===== config.mk =====
export PLATFORM = sky130hd
export DESIGN_NAME = pipeline_hazard_controller_flat
export DESIGN_NICKNAME = d
export VERILOG_FILES = /design/src/rtl/pipeline_hazard_controller_pkg.sv /design/src/rtl/pipeline_hazard_controller_if.sv /design/src/rtl/pipeline_hazard_controller_counter.sv /design/src/rtl/pipeline_hazard_controller.sv /design/src/flat_wrapper.sv
export SDC_FILE = /design/constraint.sdc
export NUM_CORES = 1
export LEC_CHECK = 0
export ABC_AREA = 0
export BUFFER_PORTS_ARGS = -buffer_cell sky130_fd_sc_hd__buf_2
export CAP_MARGIN = 20
export CORE_MARGIN = 2
export CORE_UTILIZATION = 40
export CTS_BUF_LIST = sky130_fd_sc_hd__clkbuf_16
export CTS_CLUSTER_DIAMETER = 60
export DETAILED_ROUTE_END_ITERATION = 16
export PLACE_DENSITY = 0.77
export SETUP_SLACK_MARGIN = 0.5
export SLEW_MARGIN = 5
export SYNTH_ARGS = -nofsm -noshare
export SYNTH_HDL_FRONTEND = slang
export SYNTH_SLANG_ARGS = --single-unit

===== constraint.sdc =====
create_clock -name clock -period 4 [get_ports clock]
set_input_delay 0.8 -clock clock [delete_from_list [all_inputs] [get_ports clock]]
set_output_delay 0.8 -clock clock [all_outputs]
set_load 0.05 [all_outputs]

===== src/rtl/pipeline_hazard_controller_pkg.sv =====
// Shared types and constants for the pipeline hazard controller.
// Holds the fetch-shadow state type, 5-stage index names and the perf select encoding.
package pipeline_hazard_controller_pkg;

   typedef enum logic {
      IDLE   = 1'b0,
      SHADOW = 1'b1
   } shadow_state_t;

   localparam int STAGE_FETCH     = 0;
   localparam int STAGE_DECODE    = 1;
   localparam int STAGE_EXECUTE   = 2;
   localparam int STAGE_MEMORY    = 3;
   localparam int STAGE_WRITEBACK = 4;

   localparam int PERF_SEL_REDIRECT = 5;

   // Counter width able to hold max_value, never narrower than one bit.
   function automatic int width_for(input int max_value);
      return (max_value > 1) ? $clog2(max_value + 1) : 1;
   endfunction

endpackage


===== src/rtl/pipeline_hazard_controller_if.sv =====
// Per-stage hazard request/control bundle between the pipeline and the hazard controller.
// The pipeline side uses the master modport, the controller the slave modport.
interface pipeline_hazard_controller_if #(
   parameter int NUM_STAGES = 5
);
   logic [NUM_STAGES-1:0] stall_req;
   logic [NUM_STAGES-1:0] flush_req;
   logic [NUM_STAGES-1:0] hold;
   logic [NUM_STAGES-1:0] kill;
   logic [NUM_STAGES-1:0] bubble;

   modport master (
      output stall_req, flush_req,
      input  hold, kill, bubble
   );

   modport slave (
      input  stall_req, flush_req,
      output hold, kill, bubble
   );
endinterface


===== src/rtl/pipeline_hazard_controller_counter.sv =====
// Saturating up-counter shared by the stall watchdog and the performance counters.
// Clear wins over increment; counting stops once the ceiling is reached.
module hazard_saturating_counter #(
   parameter int WIDTH = 8
) (
   input  logic             clock,
   input  logic             reset,
   input  logic             inc,
   input  logic             clear,
   input  logic [WIDTH-1:0] ceiling,
   output logic [WIDTH-1:0] count
);

   always_ff @(posedge clock or negedge reset) begin
      if (!reset) begin
         count <= '0;
      end else if (clear) begin
         count <= '0;
      end else if (inc && (count < ceiling)) begin
         count <= count + WIDTH'(1);
      end
   end

endmodule


===== src/rtl/pipeline_hazard_controller.sv =====
// N-stage stall/flush controller with fetch-shadow sequencer, stall watchdog and
// optional performance counters enabled by defining HAZARD_PERF_COUNTERS_EN.
module pipeline_hazard_controller
   import pipeline_hazard_controller_pkg::*;
#(
   parameter int NUM_STAGES    = 5,
   parameter int FETCH_SHADOW  = 2,
   parameter int STALL_TIMEOUT = 1024,
   parameter int COUNTER_WIDTH = 32,
   parameter int CORE          = 0
) (
   input  logic                            clock,
   input  logic                            reset,
   pipeline_hazard_controller_if.slave     hz,
   input  logic                            wdog_clear,
   output logic                            wdog_timeout,
   input  logic [$clog2(NUM_STAGES+1)-1:0] perf_sel,
   output logic [COUNTER_WIDTH-1:0]        perf_data,
   input  logic                            scan
);

   localparam int SEL_W = $clog2(NUM_STAGES + 1);
   localparam int SH_W  = width_for(FETCH_SHADOW);
   localparam int WD_W  = width_for(STALL_TIMEOUT);

   logic [NUM_STAGES-1:0] raw_hold;
   logic [NUM_STAGES-1:0] honoured;
   logic [NUM_STAGES-1:0] squash;
   logic [NUM_STAGES-1:0] hold_out;
   logic [NUM_STAGES-1:0] kill_out;
   logic                  stall_acc;
   logic                  redirect_acc;
   logic                  redirect;
   logic                  any_hold;

   shadow_state_t         state;
   shadow_state_t         state_next;
   logic [SH_W-1:0]       shadow_count;
   logic [SH_W-1:0]       shadow_count_next;
   logic [WD_W-1:0]       wdog_count;
   logic                  unused_inputs;

   // An older stall freezes every younger stage.
   always_comb begin
      stall_acc = 1'b0;
      raw_hold  = '0;
      for (int i = NUM_STAGES - 1; i >= 0; i--) begin
         stall_acc   = stall_acc | hz.stall_req[i];
         raw_hold[i] = stall_acc;
      end
   end

   assign honoured = hz.flush_req & ~raw_hold;
   assign redirect = |honoured;

   // Stages younger than the oldest honoured redirect are squashed.
   always_comb begin
      redirect_acc = 1'b0;
      squash       = '0;
      for (int i = NUM_STAGES - 1; i >= 0; i--) begin
         squash[i]    = redirect_acc;
         redirect_acc = redirect_acc | honoured[i];
      end
   end

   always_comb begin
      hold_out = raw_hold & ~squash;
      kill_out = squash;
      if (state == SHADOW) begin
         hold_out[0] = 1'b0;
         kill_out[0] = 1'b1;
      end
   end

   assign hz.hold   = hold_out;
   assign hz.kill   = kill_out;
   assign hz.bubble = {hold_out[NUM_STAGES-2:0] & ~hold_out[NUM_STAGES-1:1], 1'b0};

   always_ff @(posedge clock or negedge reset) begin
      if (!reset) begin
         state        <= IDLE;
         shadow_count <= '0;
      end else begin
         state        <= state_next;
         shadow_count <= shadow_count_next;
      end
   end

   // A fresh redirect (re)loads the shadow; otherwise it counts down to IDLE.
   always_comb begin
      state_next        = state;
      shadow_count_next = shadow_count;
      if (redirect && (FETCH_SHADOW > 0)) begin
         state_next        = SHADOW;
         shadow_count_next = SH_W'(FETCH_SHADOW);
      end else if (state == SHADOW) begin
         if (shadow_count == SH_W'(1)) begin
            state_next        = IDLE;
            shadow_count_next = '0;
         end else begin
            shadow_count_next = shadow_count - SH_W'(1);
         end
      end
   end

   assign any_hold = |hold_out;

   hazard_saturating_counter #(.WIDTH(WD_W)) u_wdog_counter (
      .clock   (clock),
      .reset   (reset),
      .inc     (any_hold),
      .clear   (wdog_clear | ~any_hold),
      .ceiling (WD_W'(STALL_TIMEOUT)),
      .count   (wdog_count)
   );

   // Flag sets on the hold cycle that brings the count to the timeout.
   always_ff @(posedge clock or negedge reset) begin
      if (!reset) begin
         wdog_timeout <= 1'b0;
      end else if (wdog_clear) begin
         wdog_timeout <= 1'b0;
      end else if ((STALL_TIMEOUT != 0) && any_hold &&
                   (wdog_count >= WD_W'(STALL_TIMEOUT - 1))) begin
         wdog_timeout <= 1'b1;
      end
   end

`ifdef HAZARD_PERF_COUNTERS_EN
   logic [NUM_STAGES:0]      perf_inc;
   logic [COUNTER_WIDTH-1:0] perf_count [NUM_STAGES+1];

   assign perf_inc = {redirect, hold_out};

   for (genvar g = 0; g <= NUM_STAGES; g++) begin : g_perf
      hazard_saturating_counter #(.WIDTH(COUNTER_WIDTH)) u_perf_counter (
         .clock   (clock),
         .reset   (reset),
         .inc     (perf_inc[g]),
         .clear   (1'b0),
         .ceiling ({COUNTER_WIDTH{1'b1}}),
         .count   (perf_count[g])
      );
   end

   always_ff @(posedge clock or negedge reset) begin
      if (!reset) begin
         perf_data <= '0;
      end else if (perf_sel <= SEL_W'(NUM_STAGES)) begin
         perf_data <= perf_count[perf_sel];
      end else begin
         perf_data <= '0;
      end
   end

   assign unused_inputs = ^{scan, 32'(CORE)};
`else
   assign perf_data     = '0;
   assign unused_inputs = ^{scan, perf_sel, 32'(CORE)};
`endif

endmodule

===== src/flat_wrapper.sv =====
// flat-port wrapper written by rule: the top's interface ports become plain ports
module pipeline_hazard_controller_flat import pipeline_hazard_controller_pkg::*;
#(
   parameter int NUM_STAGES    = 5,
   parameter int FETCH_SHADOW  = 2,
   parameter int STALL_TIMEOUT = 1024,
   parameter int COUNTER_WIDTH = 32,
   parameter int CORE          = 0
)
  (clock, reset, wdog_clear, wdog_timeout, perf_sel, perf_data, scan, hz_stall_req, hz_flush_req, hz_hold, hz_kill, hz_bubble);
  pipeline_hazard_controller_if #(.NUM_STAGES(NUM_STAGES)) hz_i ();
  input  logic clock;
  input  logic reset;
  input  logic wdog_clear;
  output logic wdog_timeout;
  input  logic [$clog2(NUM_STAGES+1)-1:0] perf_sel;
  output logic [COUNTER_WIDTH-1:0] perf_data;
  input  logic scan;
  input wire logic [$bits(hz_i.stall_req)-1:0] hz_stall_req;
  input wire logic [$bits(hz_i.flush_req)-1:0] hz_flush_req;
  output wire logic [$bits(hz_i.hold)-1:0] hz_hold;
  output wire logic [$bits(hz_i.kill)-1:0] hz_kill;
  output wire logic [$bits(hz_i.bubble)-1:0] hz_bubble;
  assign hz_i.stall_req = hz_stall_req;
  assign hz_i.flush_req = hz_flush_req;
  assign hz_hold = hz_i.hold;
  assign hz_kill = hz_i.kill;
  assign hz_bubble = hz_i.bubble;
  pipeline_hazard_controller #(.NUM_STAGES(NUM_STAGES), .FETCH_SHADOW(FETCH_SHADOW), .STALL_TIMEOUT(STALL_TIMEOUT), .COUNTER_WIDTH(COUNTER_WIDTH), .CORE(CORE)) u_core (.clock(clock), .reset(reset), .hz(hz_i), .wdog_clear(wdog_clear), .wdog_timeout(wdog_timeout), .perf_sel(perf_sel), .perf_data(perf_data), .scan(scan));
endmodule

# == After elaboration in Yosys (flattened, before gate mapping) ==
# Cells that the tools add are included.
# op_classes
addsub,2
n_lt_le_gt_ge,2
eq_ne,1
muxes,12
bitwise_logic,15
reduce_logical,7
# ops
operator,n
2-to-1 mux 11 bit,2
"adder 11 x 1 -> 11 bit, second input constant",1
"greater-or-equal comparator 11 x 10 -> 1 bit, second input constant",1
"< comparator 11 bit, second input constant",1
bitwise AND 5 bit,2
OR reduction 5 bit,2
OR 1 bit,8
2-to-1 mux 1 bit,7
2-to-1 mux 2 bit,3
nonzero test 2 bit,3
NOT 4 -> 5 bit,1
NOT 5 bit,1
bitwise AND 4 bit,1
NOT 4 bit,1
"== test 2 x 1 -> 1 bit, second input constant",1
logical AND 1 bit,2
"subtractor 2 x 1 -> 2 bit, second input constant",1
NOT 1 bit,1
# word_totals
regBits,15
in_bits,17
output_inout_bits,48
word_cells,43

# == Depth between registers and ports, before layout ==
# Gate-level depths: netlist of the first run.
# logic_depth
depth_word,16
ltp_mapped,6
depth_no_buf,5

# == Modules after synthesis ==
# A second synthesis of the first run with hierarchy kept.
# hier_totals
hier_cells,192
area_unflattened_um2,1666.6
# by_module_without_submodules
mod,n_inst,cells_each,area_each_um2,seq_area_each_um2
hazard_saturating_counter,1,107,987.2,275.3
pipeline_hazard_controller,1,85,679.4,100.1

# == Worst setup path after synthesis of the first run ==
# No wires, ideal clock.
# synth_path
path_kind,in2out
from,in hz_stall_req[4]
to,out hz_bubble[3]
arrival_time_ps,3238
t_required_ps,3200
setup_slack_ps,-38
stages,4
n_path_buf,1
path_cell_list,buf_6 > nor2_1 > o21a_1 > nor4b_1
# synth_between
word_cells_on_any_way,9
classes_between,9 x bitwise
# synth_rtl
element,line,source
start: declaration,flat_wrapper.sv:19,input wire logic [$bits(hz_i.stall_req)-1:0] hz_stall_req;
NOT 5 bit,pipeline_hazard_controller.sv:53,assign honoured = hz.flush_req & ~raw_hold;
bitwise AND 5 bit,pipeline_hazard_controller.sv:53,
via hz_kill[3],flat_wrapper.sv:22,output wire logic [$bits(hz_i.kill)-1:0] hz_kill;
OR 1 bit,pipeline_hazard_controller.sv:62,redirect_acc = redirect_acc | honoured[i];
via hz_kill[2],flat_wrapper.sv:22,
NOT 4 -> 5 bit,pipeline_hazard_controller.sv:67,hold_out = raw_hold & ~squash;
bitwise AND 5 bit,pipeline_hazard_controller.sv:67,
bitwise AND 4 bit,pipeline_hazard_controller.sv:77,"assign hz.bubble = {hold_out[NUM_STAGES-2:0] & ~hold_out[NUM_STAGES-1:1], 1'b0};"
end: declaration,flat_wrapper.sv:23,output wire logic [$bits(hz_i.bubble)-1:0] hz_bubble;
# The timed path passes the listed nets, and every way through them passes these cells.

# == Worst setup path after layout of the first run ==
# layout_path
from,in hz_stall_req[2]
to,out hz_bubble[1]
# layout_between
elab_chain_len,9
word_cells_on_any_way,12
classes_between,1 x mux; 11 x bitwise
# layout_rtl
element,line,source
OR 1 bit *,pipeline_hazard_controller.sv:48,stall_acc = stall_acc | hz.stall_req[i];
NOT 5 bit or OR 1 bit (tied branches),"pipeline_hazard_controller.sv:53, pipeline_hazard_controller.sv:48",
bitwise AND 5 bit or NOT 5 bit (tied branches),pipeline_hazard_controller.sv:53,
OR 1 bit or bitwise AND 5 bit (tied branches),"pipeline_hazard_controller.sv:62, pipeline_hazard_controller.sv:53",
OR 1 bit,pipeline_hazard_controller.sv:62,
NOT 4 -> 5 bit,pipeline_hazard_controller.sv:67,
bitwise AND 5 bit *,pipeline_hazard_controller.sv:67,
2-to-1 mux 1 bit,pipeline_hazard_controller.sv:69,if (state == SHADOW) begin
bitwise AND 4 bit *,pipeline_hazard_controller.sv:77,
# Every way passes the cells marked *; elsewhere a longest branch is shown, timed or not.

==> results of run 1 <==
## worst min-delay path by stage
stage               cells after the start                             end
finish                                  1  u_core.u_wdog_counter.count[3]
detailed placement                      2  u_core.u_wdog_counter.count[6]
floorplan                               0          u_core.shadow_count[0]
global route                            1  u_core.u_wdog_counter.count[1]
CTS                                     1  u_core.u_wdog_counter.count[1]
global placement                        2  u_core.u_wdog_counter.count[6]
## worst max-delay path, stage by stage
cell and delay [ns]:
buf_2 0.12, nand2b_1 0.14, a221o_2 0.36, inv_2 0.10, nor2_1 0.07, nor3_2 0.18
buf_2 0.28
## cells in the final DEF, fill, tap and decap left out, types with 2 or more instances in the layout
cell type | Yosys | layout
a21oi_1 | 5 | 5
and3_1 | 2 | 2
buf_2 | 0 | 26
clkbuf_16 | 0 | 3
conb_1 | 1 | 34
dfrtp_1 | 15 | 15
ha_1 | 2 | 2
inv_1 | 6 | 7
nand2_1 | 5 | 5
nand4_1 | 2 | 2
nor2_1 | 23 | 23
nor3_1 | 4 | 3
o21ai_0 | 2 | 2
xnor2_1 | 4 | 4
xor2_1 | 5 | 5
## routing by layer
metal  share of wire  wire length (microns)  up-vias  track usage
li1                -                      -      418            -
met1            0.41                    778      391       0.1431
met2            0.55                   1047       20       0.2029
met3           0.041                     79        0      0.02721
met4               0                      0        0      0.04983
met5               0                      0        -            0
## stage by stage
step / hold slack, ns / utilization / power [mW]
2_1_floorplan: 0.5044 / - / 0.3909
3_3_place_gp: 0.5308 / 0.4238 / 0.3947
3_5_place_dp: 0.5459 / 0.4238 / 0.3994
4_1_cts: 0.4672 / 0.4526 / 0.5941
5_1_grt: 0.4771 / 0.4526 / 0.6196
6_report: 0.4540 / 0.4526 / 0.5872
## layout make-up
class / count / area (sq um) / share of cell area
Clock buffer: 3 / 75.07 / 0.06067
Inverter: 7 / 26.28 / 0.02123
Timing Repair Buffer: 26 / 130.1 / 0.1052
Tap cell: 31 / 38.79 / 0.03134
Sequential cell: 15 / 375.4 / 0.3033
Clock inverter: 1 / 3.754 / 0.003033
Multi-Input combinational cell: 107 / 588.1 / 0.4752
## flip-flops by register name (all words and copies together), names as in the netlist
register and cells:
u_core.state 1, u_core.shadow_count 2, u_core.u_wdog_counter.count 11, u_core.wdog_timeout 1
## cell usage after synthesis, types with 2 or more instances
master / count
buf_4: 36
nor2_1: 23
dfrtp_1: 15
inv_1: 6
a21oi_1: 5
nand2_1: 5
xor2_1: 5
nor3_1: 4
xnor2_1: 4
and3_1: 2
buf_6: 2
ha_1: 2
nand4_1: 2
o21ai_0: 2
## power groups by stage
stage | Clock, mW | Combinational, mW | Sequential (mW)
final | 0.187 | 0.217 | 0.183
after floorplan | 0 | 0.210 | 0.181
after detailed placement | 0 | 0.215 | 0.184
after CTS | 0.192 | 0.219 | 0.184
after global placement | 0 | 0.211 | 0.183
after global routing | 0.200 | 0.233 | 0.186
## kinds of logic (layout without fill, tap and decap cells)
kind of cell	Yosys count	after routing
XOR/XNOR	9	9
other	1	34
flip-flops	15	15
multiplexers	1	1
buffers and inverters	45	37
adder cells (fa/ha/maj)	2	2
AO/OA/AOI/OAI	14	14
AND/OR/NAND/NOR	47	47
==> metrics.md, run 1 <==
| Metric | Value |
|---|---|
| Switch Pwr | `0.2420 mW` |
| Clock Path Buffers | `2` |
| Placed cell areas | `roughly 1200 sq um` |
| CP arrival | `~2.0 ns` |
| GRT Util Overall | `0.1189` |
| Leading post-synthesis cells by cell area | `dfrtp_1 (33%), buf_4 (24%), nor2_1 (7.5%), xor2_1 (3.8%), xnor2_1 (3.1%)` |
| DIE HEIGHT | `between 50 and 60 microns` |
| Largest net degree at the start of global routing | `16` |
| IO buf count | `26` |
| Num CTS Buffers | `3` |
| Ys async rst share | `1.000` |
| Mean Syn Cell Area | `8.562 sq um` |
| Final period utilization | `0.7095` |
| H-tree depth reported by CTS | `1` |
| Seq pwr share | `0.312` |
| Area leader, netlist | `dfrtp_1` |
| Synthesized instance count | `between 100 and 150` |
| PnR worst setup slack | `1.162 ns` |
| Sequential area share after synthesis | `0.3272` |
| Post-synth EDFFs | `0` |
| Reg-to-Reg Start | `u_core.u_wdog_counter.count[0]` |
| Worst r2r dst | `u_core.u_wdog_counter.count[8]` |
| Initial DRC Count | `18` |
| Layout cells sized above 1 | `0.2390` |
| Fin nets | `179` |
| Int Pwr | `0.3452 mW` |
| Compound-Gate Fraction of Synth Area | `0.08288` |
| Core ar. | `2734 sq um` |
| Fin Clk Skew | `0.0007244 ns` |
| Final-report setup violation count | `0` |
| DRT antenna net count | `0` |
| Fraction of the mapped netlist area in adder cells | `0.02181` |
| Fin area | `1237 sq um` |
| Shortest period the worst path allows | `2.838 ns` |
| Drt pass-1 iters | `4` |
| XOR/XNOR Fraction of Synth Area | `0.06870` |
| GP Congestion | `around 0.7` |
| Part of the power in combinational logic | `0.370` |
| GR Overflow Total | `0` |
| Status | `completed` |
| Routed WL per cell | `around 10 microns` |
| Resized cells post-CTS | `0` |
| Max frequency | `352.4 MHz` |
| Pre-CTS WS | `between 1 and 1.5 ns` |
| Layout overhead on the synthesized area | `7.852%` |
| Worst Hold Class | `input pin to async pin` |
| Critical Path Start | `hz_stall_req[2]` |
| Clock power share | `0.318` |
| Max FO, Critical Path | `5` |
| Worst Setup End Kind | `primary output` |
| Vias per cell | `roughly 4.4` |
| Placed cells | `186` |
| Final WL | `between 1.5 and 2 mm` |
| # diodes | `0` |
| R2R depth | `5` |
| Max cap viols | `0` |
| Final Non-Filler Cells | `190` |
| Largest family of logic cells by synthesized area | `buffers and inverters` |
| Num rows | `19` |
| Post-DP HPWL | `around 1.5 mm` |
| IO Count | `65` |
| Vias | `between 800 and 900` |
| Synthesis Warnings | `0` |
| Fill cells | `~270` |
| Worst setup path endpoint | `hz_bubble[1]` |
| R2r setup slk | `2.51 ns` |
| Unrepaired setup endpoints after global routing | `false` |
| Die area | `~3300 sq um` |
| Pwr dens | `around 470 nW/um^2` |
| Vias in the first global route | `just over 700` |
| TritonCTS clock tree | `done` |
| Fin. Hold Viols | `0` |
| Setup TNS | `0 ns` |
| Synthesis-stage register bit count | `15` |
| Post-CTS setup buffer count | `0` |
| Sw Share | `0.4121` |
| Post-synthesis simple-gate area fraction | `0.2094` |
| DRC errors left | `0` |
| Sink Count | `15` |
| VDD IR max | `0.2349 mV` |
| First-pass GRT wire length | `3.042 mm` |
| Die X | `around 58 microns` |
| Kind of critical path | `input pin to primary output` |
| Initial Utilization | `0.4197` |
| Startpoint types | `input pin` |
| Clock-pin slew on the worst setup and hold paths | `around 0.050 ns` |
| Clock root cell | `clkbuf_16` |
| Crit path required time | `around 3.2 ns` |
| Post-synth top area share | `0.3272` |
| Slew Viols, Final | `0` |
| Synth unique cells | `35` |
| Cts hold-fix bufs | `0` |
| Leak | `0.6481 nW` |
| Initial antenna violation count | `0` |
| Ys flop type | `dfrtp_1` |
| Cell Area, Synth | `1147 sq um` |
| Mux share of post-synthesis cell area | `0.008724` |
| Worst-skew pair later-pin latency | `between 0.2 and 0.25 ns` |
Power figures use the tool's default switching activity.
==> run 2, diff against run 1 <==
--- a/config.mk
+++ b/config.mk
@@ -5,7 +5,7 @@
 export SDC_FILE = /design/constraint.sdc
 export NUM_CORES = 1
 export LEC_CHECK = 0
-export ABC_AREA = 0
+export ABC_AREA = 1
 export BUFFER_PORTS_ARGS = -buffer_cell sky130_fd_sc_hd__buf_2
 export CAP_MARGIN = 20
 export CORE_MARGIN = 2
@@ -13,7 +13,7 @@
 export CTS_BUF_LIST = sky130_fd_sc_hd__clkbuf_16
 export CTS_CLUSTER_DIAMETER = 60
 export DETAILED_ROUTE_END_ITERATION = 16
-export PLACE_DENSITY = 0.77
+export PLACE_DENSITY = 0.75
 export SETUP_SLACK_MARGIN = 0.5
 export SLEW_MARGIN = 5
 export SYNTH_ARGS = -nofsm -noshare
==> constraint.sdc (replaced) <==
create_clock -name clock -period 2.7 [get_ports clock]
set_input_delay 0.54 -clock clock [delete_from_list [all_inputs] [get_ports clock]]
set_output_delay 0.54 -clock clock [all_outputs]
set_load 0.05 [all_outputs]
==> run 2 against run 1 <==
Against the previous run: global-route usage fell by 0.15 points; core utilization shrank 0.055 points; cell area up 9.7%; synthesized cell count up 19%; clock power up 55%; power rose by 47%; critical path type unchanged.
==> metrics.md, run 2 <==
| Metric | Value |
|---|---|
| Fin. Hold Viols | `0 (unchanged)` |
| Max FO, Critical Path | `5 (unchanged)` |
| GR peak layer | `met2 (unchanged)` |
| Clock root cell | `clkbuf_16 (unchanged)` |
| IO Count | `65 (unchanged)` |
| Synthesis-stage register bit count | `15 (unchanged)` |
| Total power | `0.8650 mW (was 0.5872 mW)` |
| Crit path required time | `2.16 ns (was 3.20 ns)` |
| Leading post-synthesis cells by cell area | `dfrtp_1 (30%), buf_4 (21%), inv_1 (6.7%), nand2_1 (6.7%), nor2_2 (4.6%) (was dfrtp_1 (33%), buf_4 (24%), nor2_1 (7.5%), xor2_1 (3.8%), xnor2_1 (3.1%))` |
| Sink Count | `15 (unchanged)` |
| Cts hold-fix bufs | `0 (unchanged)` |
| Unrepaired setup endpoints after global routing | `false (unchanged)` |
| Die area | `3555 sq um (was 3313 sq um)` |
| Met2 Usage GRT | `0.1774 (was 0.2029)` |
| Drt pass-1 iters | `6 (was 4)` |
| Post-synth top area share | `0.3033 (was 0.3272)` |
| GR Util met3 | `0.02183 (was 0.02721)` |
| Initial antenna violation count | `0 (unchanged)` |
| Final WL | `1.956 mm (was 1.905 mm)` |
| Commonest non-fill, non-tap cell in the layout | `conb_1 (unchanged)` |
| Worst Hold Class | `input pin to async pin (unchanged)` |
| Pre-CTS WS | `0.4764 ns (was 1.163 ns)` |
| DRC errors left | `0 (unchanged)` |
| Fin Clk Skew | `0.002108 ns (was 0.0007244 ns)` |
| Clock Path Buffers | `2 (unchanged)` |
| Met1 Usage GRT | `0.1469 (was 0.1431)` |
| Post-DP HPWL | `1.609 mm (was 1.480 mm)` |
| DIE HEIGHT | `59.62 microns (was 57.56 microns)` |
| Num rows | `20 (was 19)` |
| Vias per cell | `4.145 (was 4.363)` |
| Final-report setup violation count | `0 (unchanged)` |
| GR Overflow Total | `0 (unchanged)` |
| Ys flop type | `dfrtp_1 (unchanged)` |
| Pwr dens | `637.2 nW/um^2 (was 474.5 nW/um^2)` |
| Count leader, synth | `buf_4 (unchanged)` |
| Startpoint types | `input pin (unchanged)` |
| Slew Viols, Final | `0 (unchanged)` |
| Post-synth EDFFs | `0 (unchanged)` |
| First-pass GRT wire length | `3.153 mm (was 3.042 mm)` |
| Die X | `59.62 microns (was 57.56 microns)` |
| Leak | `0.7617 nW (was 0.6481 nW)` |
| Core ar. | `3003 sq um (was 2734 sq um)` |
| H-tree depth reported by CTS | `1 (unchanged)` |
| Vias in the first global route | `751 (was 707)` |
| Kind of critical path | `input pin to primary output (unchanged)` |
| Largest Register | `u_core.u_wdog_counter.count (unchanged)` |
| Fill cells | `283 (was 272)` |
| VDD IR max | `0.2423 mV (was 0.2349 mV)` |
| Fin area | `1358 sq um (was 1237 sq um)` |
| Routed WL per cell | `8.891 microns (was 10.03 microns)` |
| Layout cells sized above 1 | `0.2941 (was 0.2390)` |
| GRT Util Overall | `0.1175 (was 0.1189)` |
| PnR worst setup slack | `0.6104 ns (was 1.162 ns)` |
| Cell Area, Synth | `1237 sq um (was 1147 sq um)` |
| Initial Utilization | `0.4121 (was 0.4197)` |
| Final period utilization | `0.7739` |
| Shortest period the worst path allows | `between 2 and 2.5 ns` |
| Vias | `912 (was 829)` |
| Top flop regs | `u_core.u_wdog_counter.count x11, u_core.shadow_count x2 (unchanged)` |
| # diodes | `0 (unchanged)` |
| Num CTS Buffers | `3 (unchanged)` |
| DRT antenna net count | `0 (unchanged)` |
| Largest net degree at the start of global routing | `16 (unchanged)` |
| Layout overhead on the synthesized area | `9.707% (was 7.852%)` |
| Post-CTS setup buffer count | `0 (unchanged)` |
| Setup TNS | `0 ns (unchanged)` |
| Most frequent cells in the layout | `conb_1 (34), buf_2 (25), inv_1 (22) (was conb_1 (34), buf_2 (26), nor2_1 (23))` |
| Placed cell areas | `1269 sq um (was 1159 sq um)` |
| Initial DRC Count | `31 (was 18)` |
| Synth unique cells | `22 (was 35)` |
| Synth cell count leaders | `buf_4 (35), inv_1 (22), nand2_1 (22) (was buf_4 (36), nor2_1 (23), dfrtp_1 (15))` |
| CP arrival | `1.55 ns (was 2.04 ns)` |
| GP Congestion | `0.8155 (was 0.7125)` |
| Max FFs per register | `11 (unchanged)` |
| Clock-pin slew on the worst setup and hold paths | `0.05 ns (about the same)` |
| Status | `completed (unchanged)` |
| IO buf count | `26 (unchanged)` |
| Fin nets | `207 (was 179)` |
| Max frequency | `about 480 MHz` |
| Sequential area share after synthesis | `0.3033 (was 0.3272)` |
| TritonCTS clock tree | `done (unchanged)` |
| Synthesis Warnings | `0 (unchanged)` |
| Area leader, netlist | `dfrtp_1 (unchanged)` |
| Synthesized instance count | `160 (was 134)` |
| Ys async rst share | `1.000 (unchanged)` |
| Worst Setup End Kind | `primary output (unchanged)` |
| Max cap viols | `0 (unchanged)` |
| Mean Syn Cell Area | `7.734 sq um (was 8.562 sq um)` |
| Worst-skew pair later-pin latency | `0.25 ns (was 0.24 ns)` |
run 2: timing repair:
action,4_1_cts,5_1_grt
endpoints found under the setup margin,1,2
resized for setup,1,2
pin swaps,0,1
run 2: cell families (layout without fill, tap and decap cells):
logic type	Yosys count	count (layout)	synth area share
AOI/OAI and AO/OA	4	4	0.01719
xor gates and xnor gates	6	6	0.04247
adders and majority gates	2	2	0.02022
buffers and inverters	60	54	0.2942
DFF	15	15	0.3033
muxes	1	1	0.008089
other	1	34	0.003030
and+or+nand+nor	71	71	0.3114
run 2: worst paths after layout:
check / startpoint / to / slack, ns / cells past startpoint
max: hz_stall_req[4] / hz_hold[0] / 0.61 / 8
min: reset / u_core.u_wdog_counter.count[2] / 0.19 / 1
max reg2reg: u_core.state / u_core.u_wdog_counter.count[1] / 1.40 / 5
min reg2reg: u_core.wdog_timeout / u_core.wdog_timeout / 0.49 / 2
max in group asynchronous: reset / u_core.u_wdog_counter.count[1] / 2.27 / 1
min in group clock: u_core.wdog_timeout / u_core.wdog_timeout / 0.49 / 2
run 2: where the power goes:
part	total, mW	switching [mW]	internal (mW)
clock network	0.290	0.0922	0.198
registers	0.262	0.0138	0.248
logic	0.313	0.254	0.0588
run 2: area by class of cell:
class                   instances  area, sq um  share of cell area
inverters                      24        90.09             0.06636
well taps                      33        41.29             0.03041
flip-flops and latches         15        375.4              0.2765
repair buffers                 26        136.4              0.1005
multi-input cells             118        634.4              0.4673
clock buffers                   3        75.07             0.05530
clock inverters                 1        5.005            0.003687
run 2: per-stage QoR:
step           std cells  hold WS [ns]  utilization
2_1_floorplan        193        0.2444            -
3_3_place_gp         216        0.4557       0.4225
3_5_place_dp         216        0.4585       0.4225
4_1_cts              220        0.1980       0.4500
5_1_grt              220        0.2167       0.4521
6_report             220        0.1855       0.4521
run 2: layer usage:
metal	share of wire	routed length [microns]
met5	0	0
met4	0.027	53
met3	0.035	68
met2	0.49	966
met1	0.44	867
run 2: worst max-delay path, cell delays in order:
cell and delay (ns):
buf_2 0.13, inv_1 0.06, nand2_2 0.08, nand2_4 0.07, nor2_4 0.16, nand4_2 0.17, inv_1 0.08, buf_2 0.25
